==> src/rtl/motor_pkg.sv <==
// Shared definitions for the motor command path: frame constants, parser
// state encoding and default channel geometry used by the top level and
// by motorCtrl.
package motor_pkg;

  // Frame layout: SOF, idx, d_hi, d_lo, chk (chk = idx ^ d_hi ^ d_lo)
  localparam logic [7:0]  SOF       = 8'h53;
  localparam logic [7:0]  BCAST_IDX = 8'hFF;
  localparam int unsigned FRAME_LEN = 5;

  // Default channel geometry
  localparam int unsigned DEF_NUM_MOTORS = 10;
  localparam int unsigned DEF_DELTA_W    = 16;

  // Parser FSM encoding
  typedef enum logic [2:0] {
    IDLE = 3'd0,
    IDX  = 3'd1,
    DHI  = 3'd2,
    DLO  = 3'd3,
    CHK  = 3'd4
  } parser_state_e;

endpackage

==> src/rtl/motor_cmd_frame_parser.sv <==
// Frame parser for motor commands: byte FSM, inter-byte gap timer and
// checksum/index validation. Write and error indications are
// combinational and valid in the cycle of the CHK byte (or the timeout).
//
// Optional feature: `MOTOR_CMD_BROADCAST_EN makes idx 0xFF a broadcast.
//
// Ports:
//   CLK_10MHZ   in   system clock
//   rst_n       in   async active-low reset
//   rx_valid    in   byte strobe
//   rx_data     in   received byte
//   wr_en_c     out  accepted frame, write shadow this cycle
//   wr_idx_c    out  channel index of the accepted frame
//   wr_bcast_c  out  accepted frame targets every channel
//   wr_delta_c  out  delta of the accepted frame, sized to DELTA_W
//   err_c       out  frame discarded (bad chk, bad idx or gap timeout)
module motor_cmd_frame_parser
  import motor_pkg::*;
#(
  parameter int unsigned NUM_MOTORS  = DEF_NUM_MOTORS,
  parameter int unsigned DELTA_W     = DEF_DELTA_W,
  parameter int unsigned GAP_TIMEOUT = 2000
) (
  input  logic               CLK_10MHZ,
  input  logic               rst_n,
  input  logic               rx_valid,
  input  logic [7:0]         rx_data,
  output logic               wr_en_c,
  output logic [7:0]         wr_idx_c,
  output logic               wr_bcast_c,
  output logic [DELTA_W-1:0] wr_delta_c,
  output logic               err_c
);

  localparam int unsigned GAP_W = $clog2(GAP_TIMEOUT + 1);

  parser_state_e    state, state_nxt;
  logic [7:0]       idx_q, dhi_q, dlo_q;
  logic [GAP_W-1:0] gap_cnt;
  logic             timeout_c, chk_byte_c, chk_ok_c, idx_ok_c;

  // Timeout fires on the cycle the idle count would reach GAP_TIMEOUT
  assign timeout_c  = (state != IDLE) && !rx_valid &&
                      (gap_cnt == GAP_W'(GAP_TIMEOUT - 1));
  assign chk_byte_c = (state == CHK) && rx_valid;
  assign chk_ok_c   = (rx_data == (idx_q ^ dhi_q ^ dlo_q));

`ifdef MOTOR_CMD_BROADCAST_EN
  assign wr_bcast_c = (idx_q == BCAST_IDX);
`else
  assign wr_bcast_c = 1'b0;
`endif

  assign idx_ok_c   = (idx_q < 8'(NUM_MOTORS)) || wr_bcast_c;
  assign wr_en_c    = chk_byte_c && chk_ok_c && idx_ok_c;
  assign err_c      = (chk_byte_c && !(chk_ok_c && idx_ok_c)) || timeout_c;
  assign wr_idx_c   = idx_q;
  assign wr_delta_c = DELTA_W'($signed({dhi_q, dlo_q}));

  // State register
  always_ff @(posedge CLK_10MHZ or negedge rst_n) begin
    if (!rst_n) state <= IDLE;
    else        state <= state_nxt;
  end

  // Next-state logic; every advance is gated by rx_valid
  always_comb begin
    state_nxt = state;
    if (timeout_c) begin
      state_nxt = IDLE;
    end else if (rx_valid) begin
      unique case (state)
        IDLE:    if (rx_data == SOF) state_nxt = IDX;
        IDX:     state_nxt = DHI;
        DHI:     state_nxt = DLO;
        DLO:     state_nxt = CHK;
        CHK:     state_nxt = IDLE;
        default: state_nxt = IDLE;
      endcase
    end
  end

  // Field capture
  always_ff @(posedge CLK_10MHZ or negedge rst_n) begin
    if (!rst_n) begin
      idx_q <= '0;
      dhi_q <= '0;
      dlo_q <= '0;
    end else if (rx_valid) begin
      if (state == IDX) idx_q <= rx_data;
      if (state == DHI) dhi_q <= rx_data;
      if (state == DLO) dlo_q <= rx_data;
    end
  end

  // Inter-byte gap counter, only running inside a frame
  always_ff @(posedge CLK_10MHZ or negedge rst_n) begin
    if (!rst_n)                                  gap_cnt <= '0;
    else if (rx_valid || state == IDLE || timeout_c) gap_cnt <= '0;
    else                                         gap_cnt <= gap_cnt + GAP_W'(1);
  end

endmodule

==> src/rtl/motor_cmd_dispatcher.sv <==
// Motor command dispatcher: parses framed commands, holds one pending
// delta per channel and commits all pending deltas together on tick.
//
// Optional feature: `MOTOR_CMD_BROADCAST_EN (idx 0xFF writes all channels).
//
// Ports:
//   CLK_10MHZ  in   system clock
//   rst_n      in   async active-low reset
//   rx_valid   in   byte strobe from async_receiver
//   rx_data    in   received byte
//   tick       in   4 ms commit strobe
//   delta_out  out  committed delta, channel k at [k*DELTA_W +: DELTA_W]
//   load       out  per-channel one-cycle load strobe
//   frame_ok   out  pulse, frame accepted
//   frame_err  out  pulse, frame discarded
//   err_cnt    out  saturating discarded-frame count
//   pending    out  per-channel shadow-full flags
module motor_cmd_dispatcher
  import motor_pkg::*;
#(
  parameter int unsigned NUM_MOTORS  = DEF_NUM_MOTORS,
  parameter int unsigned DELTA_W     = DEF_DELTA_W,
  parameter int unsigned GAP_TIMEOUT = 2000
) (
  input  logic                          CLK_10MHZ,
  input  logic                          rst_n,
  input  logic                          rx_valid,
  input  logic [7:0]                    rx_data,
  input  logic                          tick,
  output logic [NUM_MOTORS*DELTA_W-1:0] delta_out,
  output logic [NUM_MOTORS-1:0]         load,
  output logic                          frame_ok,
  output logic                          frame_err,
  output logic [7:0]                    err_cnt,
  output logic [NUM_MOTORS-1:0]         pending
);

  logic               wr_en_c, wr_bcast_c, err_c;
  logic [7:0]         wr_idx_c;
  logic [DELTA_W-1:0] wr_delta_c;
  logic [DELTA_W-1:0] shadow [NUM_MOTORS];
  logic [NUM_MOTORS-1:0] hit_c, commit_c;

  motor_cmd_frame_parser #(
    .NUM_MOTORS  (NUM_MOTORS),
    .DELTA_W     (DELTA_W),
    .GAP_TIMEOUT (GAP_TIMEOUT)
  ) u_parser (
    .CLK_10MHZ  (CLK_10MHZ),
    .rst_n      (rst_n),
    .rx_valid   (rx_valid),
    .rx_data    (rx_data),
    .wr_en_c    (wr_en_c),
    .wr_idx_c   (wr_idx_c),
    .wr_bcast_c (wr_bcast_c),
    .wr_delta_c (wr_delta_c),
    .err_c      (err_c)
  );

  // Per-channel write decode and commit selection
  always_comb begin
    hit_c = '0;
    for (int k = 0; k < NUM_MOTORS; k++) begin
      hit_c[k] = wr_en_c && (wr_bcast_c || (wr_idx_c == 8'(k)));
    end
    commit_c = pending & {NUM_MOTORS{tick}};
  end

  // Shadow/commit array. A commit reads the pre-write shadow, and a
  // same-cycle write leaves the channel pending for the next tick.
  always_ff @(posedge CLK_10MHZ or negedge rst_n) begin
    if (!rst_n) begin
      delta_out <= '0;
      load      <= '0;
      pending   <= '0;
      for (int k = 0; k < NUM_MOTORS; k++) shadow[k] <= '0;
    end else begin
      load    <= commit_c;
      pending <= hit_c | (pending & ~commit_c);
      for (int k = 0; k < NUM_MOTORS; k++) begin
        if (commit_c[k]) delta_out[k*DELTA_W +: DELTA_W] <= shadow[k];
        if (hit_c[k])    shadow[k] <= wr_delta_c;
      end
    end
  end

  // Frame status pulses and saturating error count
  always_ff @(posedge CLK_10MHZ or negedge rst_n) begin
    if (!rst_n) begin
      frame_ok  <= 1'b0;
      frame_err <= 1'b0;
      err_cnt   <= '0;
    end else begin
      frame_ok  <= wr_en_c;
      frame_err <= err_c;
      if (err_c && (err_cnt != 8'hFF)) err_cnt <= err_cnt + 8'd1;
    end
  end

endmodule

==> config.mk <==
export PLATFORM = sky130hd
export DESIGN_NAME = motor_cmd_dispatcher
export DESIGN_NICKNAME = d
export VERILOG_FILES = /design/src/rtl/motor_pkg.sv /design/src/rtl/motor_cmd_frame_parser.sv /design/src/rtl/motor_cmd_dispatcher.sv
export SDC_FILE = /design/constraint.sdc
export NUM_CORES = 1
export LEC_CHECK = 0
export ABC_AREA = 1
export CAP_MARGIN = 5
export CORE_AREA = 2 2 192 194
export CTS_CLUSTER_SIZE = 24
export DETAILED_ROUTE_END_ITERATION = 12
export DIE_AREA = 0 0 194 196
export PLACE_DENSITY_LB_ADDON = 0.25
export RECOVER_POWER = 25
export SETUP_SLACK_MARGIN = 0.15
export SLEW_MARGIN = 20
export SYNTH_ARGS = -nofsm -noshare
export SYNTH_HDL_FRONTEND = slang
export SYNTH_HIERARCHICAL = 1
export SYNTH_SLANG_ARGS = --single-unit
export TNS_END_PERCENT = 30
==> constraint.sdc <==
create_clock -name CLK_10MHZ -period 2.25 [get_ports CLK_10MHZ]
set_input_delay 0.45 -clock CLK_10MHZ [delete_from_list [all_inputs] [get_ports CLK_10MHZ]]
set_output_delay 0.45 -clock CLK_10MHZ [all_outputs]
set_load 0.005 [all_outputs]
# Yosys cells after proc, flatten, opt, wreduce, memory -nomap -nowiden
# Cells that the tools add are included.
# word_totals
reg_bits,388
in_bits,12
out_inout_bits,190
word_cells,93
# classes
n_mux,5
bitwise,6
n_reduce_logical,31
magnitude_cmp,1
addsub,2
n_eq_ne,18
# ops
cell,count
"== test 8 x 3 -> 1 bit, second input constant",4
AND 10 bit,2
logical AND 1 bit,18
"== test 8 x 2 -> 1 bit, second input constant",2
"== test 8 x 4 -> 1 bit, second input constant",2
XOR 8 bit,2
one-hot mux 3 bit (4 select lines),1
"adder 11 x 1 -> 11 bit, second input constant",1
"== test 11 bit, second input constant",1
2-to-1 mux 11 bit,1
inverter 10 bit,1
bitwise OR 10 bit,1
2-to-1 mux 3 bit,3
"adder 8 x 1 -> 8 bit, second input constant",1
"== test 8 x 1 -> 1 bit, second input constant",1
"== test 8 x 7 -> 1 bit, second input constant",1
== test 8 bit,1
zero test 8 bit,1
"less-than comparator 8 x 4 -> 1 bit, second input constant",1
"!= test 8 bit, second input constant",1
AND reduction 2 bit,4
"== test 3 x 2 -> 1 bit, second input constant",2
"== test 3 x 1 -> 1 bit, second input constant",1
"== test 3 bit, second input constant",1
other kinds (6),9

# Longest topological paths before layout
# depth
word_depth,8
ltp_mapped,17
ltp_nobuf,17

# Modules after synthesis
# The synthesis kept the hierarchy.
# by_module_without_submodules
module,instances,cells_per_inst,area_each_um2,seq_area_each_um2
motor_cmd_dispatcher,1,1535,13849.5,8758.4
motor_cmd_frame_parser,1,280,2108.3,950.9

# Worst setup path after synthesis
# Ideal clock, no wire load.
# synth_path
path_kind,register to register
from,"register u_parser.idx_q[0], in the netlist u_parser/wr_idx_c[0]"
to,register shadow[104] in the netlist's numbering
required_ns,2.133
t_arrival_ns,1.796
setup_time_ns,0.117
n_path_buf,3
path_slack_ns,0.337
path_stages_with_launch,15
synth_period_minus_slack_ns,1.913
cell_sequence,dfrtp_1 or2_1 nand2_1 nand2_1 nand2_1 nand2_1 nor2_1 nand3_1 nor2_1 buf_4 buf_6 nand2_4 buf_6 nand2_1 nand2_1
# synth_between
elab_chain_cells,6
elab_cells_between_ends,8
classes_between,order compare: 1; eq/ne: 2; bitwise: 2; reduce/logical: 3
# synth_rtl
item,line,text
start: declaration,motor_cmd_frame_parser.sv:38,"logic [7:0] idx_q, dhi_q, dlo_q;"
start signal: assignment,motor_cmd_frame_parser.sv:90,if (state == IDX) idx_q <= rx_data;
XOR 8 bit (2 in series),motor_cmd_frame_parser.sv:46,assign chk_ok_c = (rx_data == (idx_q ^ dhi_q ^ dlo_q));
== test 8 bit,motor_cmd_frame_parser.sv:46,
logical AND 1 bit,motor_cmd_frame_parser.sv:55,assign wr_en_c = chk_byte_c && chk_ok_c && idx_ok_c;
logical AND 1 bit *,motor_cmd_frame_parser.sv:55,
named net wr_en_c,motor_cmd_dispatcher.sv:38,"logic wr_en_c, wr_bcast_c, err_c;"
logical AND 1 bit *,motor_cmd_dispatcher.sv:64,hit_c[k] = wr_en_c && (wr_bcast_c || (wr_idx_c == 8'(k)));
end signal: indexed assignment,motor_cmd_dispatcher.sv:82,if (hit_c[k]) shadow[k] <= wr_delta_c;
end: declaration,motor_cmd_dispatcher.sv:41,logic [DELTA_W-1:0] shadow [NUM_MOTORS];
# The timed path passes the listed nets; every way through them passes the cells marked *.
# A chain may end at the register's enable or synchronous reset.

# Worst setup path in the final report
# layout_path
from,register u_parser.dhi_q[7]
to,register shadow[142] in the netlist's numbering
# layout_between
elab_chain_cells,6
# layout_rtl
item,line,text
start: declaration,motor_cmd_frame_parser.sv:38,
start signal: assignment,motor_cmd_frame_parser.sv:91,if (state == DHI) dhi_q <= rx_data;
XOR 8 bit (2 in series),motor_cmd_frame_parser.sv:46,
== test 8 bit,motor_cmd_frame_parser.sv:46,
logical AND 1 bit (2 in series),motor_cmd_frame_parser.sv:55,
named net wr_en_c,motor_cmd_dispatcher.sv:38,
logical AND 1 bit,motor_cmd_dispatcher.sv:64,
# The timed path passes the listed nets, and every way through them passes these cells.

==> run_results.csv <==
group,metric,value,unit
outcome,status,"complete, no violations",
global_routing,use_met1,0.308,
timing,hold_viol_final,0,
route,drt_iter0_drc,1063,
clock_network,cts_root_buf,"clkbuf_16",
logic_synthesis,syn_inst,1815,
logic_synthesis,yosysSeqAreaShare,0.608,
timing,slew_headroom,0.316,
power_and_ir_drop,finalPower,17.6,mW
setup_path,cp_slowest_cell,"dfrtp_2",
logic_synthesis,ys_ff_latch,388,
timing,fin_crit_sh,0.906,
final_layout,final_util,0.564,
power_and_ir_drop,max-vdd-ir-drop,567,uV
setup_path,crit_family,"simple AND/OR/NAND/NOR gates",
global_routing,grt_usage,0.217,
setup_path,path_cells,"xnor2_1, nand2_1, nand2_1, nand2_1, nor2_1, nand3_2, nor2_4, buf_12, buf_12, clkbuf_16, buf_12, nand3_1, nand2_1",
global_routing,met2_usage,0.350,
die,num_io_pins,202,
logic_synthesis,synth-compound-area-share,0.0180,
global_routing,grt_use_met3,0.0356,
min_path,holdPathStages,3,
timing,slew_violations,0,
timing,finClkSkew,0.0146,ns
flow_run,cap_violations,0,
logic_synthesis,synthTopCellsByArea,"dfrtp_1 61%, nand2_1 22%, nand3_1 5.3%, inv_1 1.5%, nand2_4 1.4%",
timing,setup_tns,0,ns
logic_synthesis,syn_area,16000,um2
min_path,hold_class,"primary input to flop",
power_and_ir_drop,power.density,863,nW/um2
logic_synthesis,synth-simple-area-share,0.312,
timing,fmax,491,MHz
logic_synthesis,yosysTopAreaCell,"dfrtp_1",
logic_synthesis,synth_edf_count,0,
timing,hold-worst-slack,0.325,ns
timing,setup_viol,0,
place,dp_hpwl,28300,um
logic_synthesis,yosys_warnings,6,
power_and_ir_drop,p_seq_frac,0.436,
setup_path,cp_num_buf_inv,4,
route,drtPass1Iterations,5,
setup_path,endpoint,"shadow[142]$_DFFE_PN0P_",
setup_path,critPathArrivalTime,2.51,ns
setup_path,r2r_slack,0.21,ns
power_and_ir_drop,p_sw,5.11,mW
place,port_buffers,201,
timing,tightest_slew,1.03,ns
power_and_ir_drop,comb_power_share,0.162,
route,totalWireLength,41800,um
place,place_area,18800,um2
timing,grt_setup_unrepaired,"yes",
route,drt-vias-per-instance,4.95,
setup_path,ff2ff_path_depth,13,
global_routing,busiest_layer,"met2",
clock_network,ctsHtreeMaxLevel,2,
setup_path,critical_path_class,"flop to flop",
final_layout,final_area,20300,um2
logic_synthesis,synthArstFlopShare,1.00,
setup_path,worstSetupStartpointType,"flop",
final_layout,fill_cells,3226,
logic_synthesis,synthAdderAreaFrac,0.00157,
logic_synthesis,yosys.area_share.xor_xnor,0.00878,
global_routing,grt_pass1_wl,66300,um
power_and_ir_drop,p_leak,10.9,nW
die,core_area,36100,um2
clock_network,cts.clk_slew.worst_paths,0.06,ns
clock_network,cts.path.max_buffers,3,
clock_network,clk_latency,0.53,ns
global_routing,grt_antenna_before_repair,0,
global_routing,grt_max_degree,60,
clock_network,numCtsBuffers,42,
logic_synthesis,synth.distinct_cells,34,
die,fp-row-count,70,
die,start_util,0.442,
power_and_ir_drop,clkPwrFrac,0.403,
final_layout,diodes,0,
setup_path,cpPeakStageDelay,0.49,ns
setup_path,r2r_start,"u_parser/dhi_q[7]$_DFFE_PN0P_",
route,wire_per_inst,16.3,um
logic_synthesis,post_synth_mux_area_share,0,
power_and_ir_drop,power_switching_share,0.291,
final_layout,syn2layout_area_growth,27.5,%
timing,period_needed,2.04,ns
die,chipWidth,194,um
setup_path,timing.rr.end,"shadow[142]$_DFFE_PN0P_",
clock_network,clock-sinks,388,
setup_path,crit_path_frequent_cell,"nand2_1",
place,gp_congestion,0.846,
setup_path,critPathMaxFanout,19,
final_layout,final_layout_size_suffix_gt1_frac,0.109,
setup_path,cp.required,2.72,ns
die,die_h,196,um
final_layout,layout.nets,2082,
setup_path,critPathLaunch,"u_parser/dhi_q[7]$_DFFE_PN0P_",
logic_synthesis,synth_top_family_by_area,"simple AND/OR/NAND/NOR gates",
logic_synthesis,synth_top_area_share,0.608,
logic_synthesis,synth.net_count,1829,
logic_synthesis,avgSynthCellArea,8.79,um2
route,drc_errors,0,
setup_path,end_kind,"flop",
global_routing,grt_pass1_vias,12339,
global_routing,gr-total-overflow,0,
die,die-area,38000,um2
logic_synthesis,synth_ff_type,"dfrtp_1",
setup_path,path_depth,13,
route,vias,12706,
power_and_ir_drop,p_int,12.5,mW
clock_network,cts_tree,"done",
route,drt.antenna.violating_nets,0,
==> metal layers <==
layer	share of wire	wire length (um)	up-vias
li1	-	-	6157
met1	0.45	19000	6147
met2	0.47	19600	352
met3	0.058	2420	50
met4	0.019	779	0
met5	0	0	-
==> cells in the mapped netlist, types with 15 or more instances <==
library cell / count
dfrtp_1: 388
buf_2: 30
nand3_1: 170
o21ai_0: 35
nand2_2: 15
inv_1: 62
nand2_1: 933
nor2_1: 31
buf_4: 23
clkbuf_1: 17
nand2_4: 20
==> area by class of cell <==
cell class | instances | area [um2] | share of cell area
clock buffer | 57 | 1230 | 0.0604
clock inverter | 17 | 204 | 0.0100
inverter | 80 | 310 | 0.0152
multi-input combinational | 1266 | 5450 | 0.268
sequential | 388 | 9720 | 0.478
tap | 468 | 586 | 0.0288
timing repair buffer | 290 | 2850 | 0.140
==> timing repair <==
action | CTS | global route
pin swaps | 0 | 2
cloned | 0 | 3
buffers inserted | 0 | 10
gates resized for setup | 1 | 16
hold buffers | 1 | 0
hold endpoints to repair | 44 | 0
setup endpoints to repair | 1 | 171
==> stage by stage <==
stage          setup slack, ns  std cells
2_1_floorplan            0.337       1815
3_3_place_gp            -0.219       2478
3_5_place_dp            -0.298       2478
4_1_cts                  0.163       2553
5_1_grt                  0.122       2566
6_report                 0.211       2566
==> flip-flops by register name, summed over array words and instances, names as in the netlist, 8 cells and up <==
signal             flops
delta_out            160
shadow               160
u_parser/gap_cnt      11
load                  10
pending               10
err_cnt                8
u_parser/dhi_q         8
u_parser/dlo_q         8
u_parser/wr_idx_c      8
==> power groups by stage <==
stage               sequential, mW  combinational, mW  clock, mW
global route                  7.69               3.09       7.50
detailed placement            7.83               2.65          0
floorplan                     7.66               1.47          0
global placement              7.82               2.61          0
finish                        7.65               2.84       7.07
CTS                           7.70               2.67       7.18
==> kinds of logic after synthesis <==
group | after synthesis
compound gates | 53
fa+ha+maj | 2
flops | 388
buf+inv | 161
simple gates | 1194
xor+xnor | 16
other cells | 1
==> worst min-delay path, cell delays in order <==
cell and delay [ns]:
dlymetal6s2s_1 0.18, inv_1 0.10, o21ai_1 0.07
==> cells in the final DEF, fill, tap and decap left out, types with 9 or more instances in the layout <==
master	synthesis	layout
buf_12	0	9
buf_4	23	69
clkbuf_16	0	46
clkbuf_8	0	10
clkdlybuf4s50_1	0	196
clkinv_1	11	11
dfrtp_1	388	380
inv_1	62	62
nand2_1	933	932
nand2_2	15	16
nand2_4	20	20
nand3_1	170	169
nor2_1	31	28
nor2_2	7	9
o21ai_0	35	35
xnor2_1	10	10
==> worst min-delay path by stage <==
stage                                    endpoint  slack, ns        from
CTS                    delta_out[104]$_DFFE_PN0P_       0.46       rst_n
finish              u_parser/dlo_q[6]$_DFFE_PN0P_       0.33  rx_data[6]
detailed placement     delta_out[103]$_DFFE_PN0P_       0.42       rst_n
floorplan                delta_out[0]$_DFFE_PN0P_       0.15       rst_n
global route        u_parser/dhi_q[1]$_DFFE_PN0P_       0.36  rx_data[1]
global placement       delta_out[106]$_DFFE_PN0P_       0.41       rst_n
(Power assumes the default switching activity.)
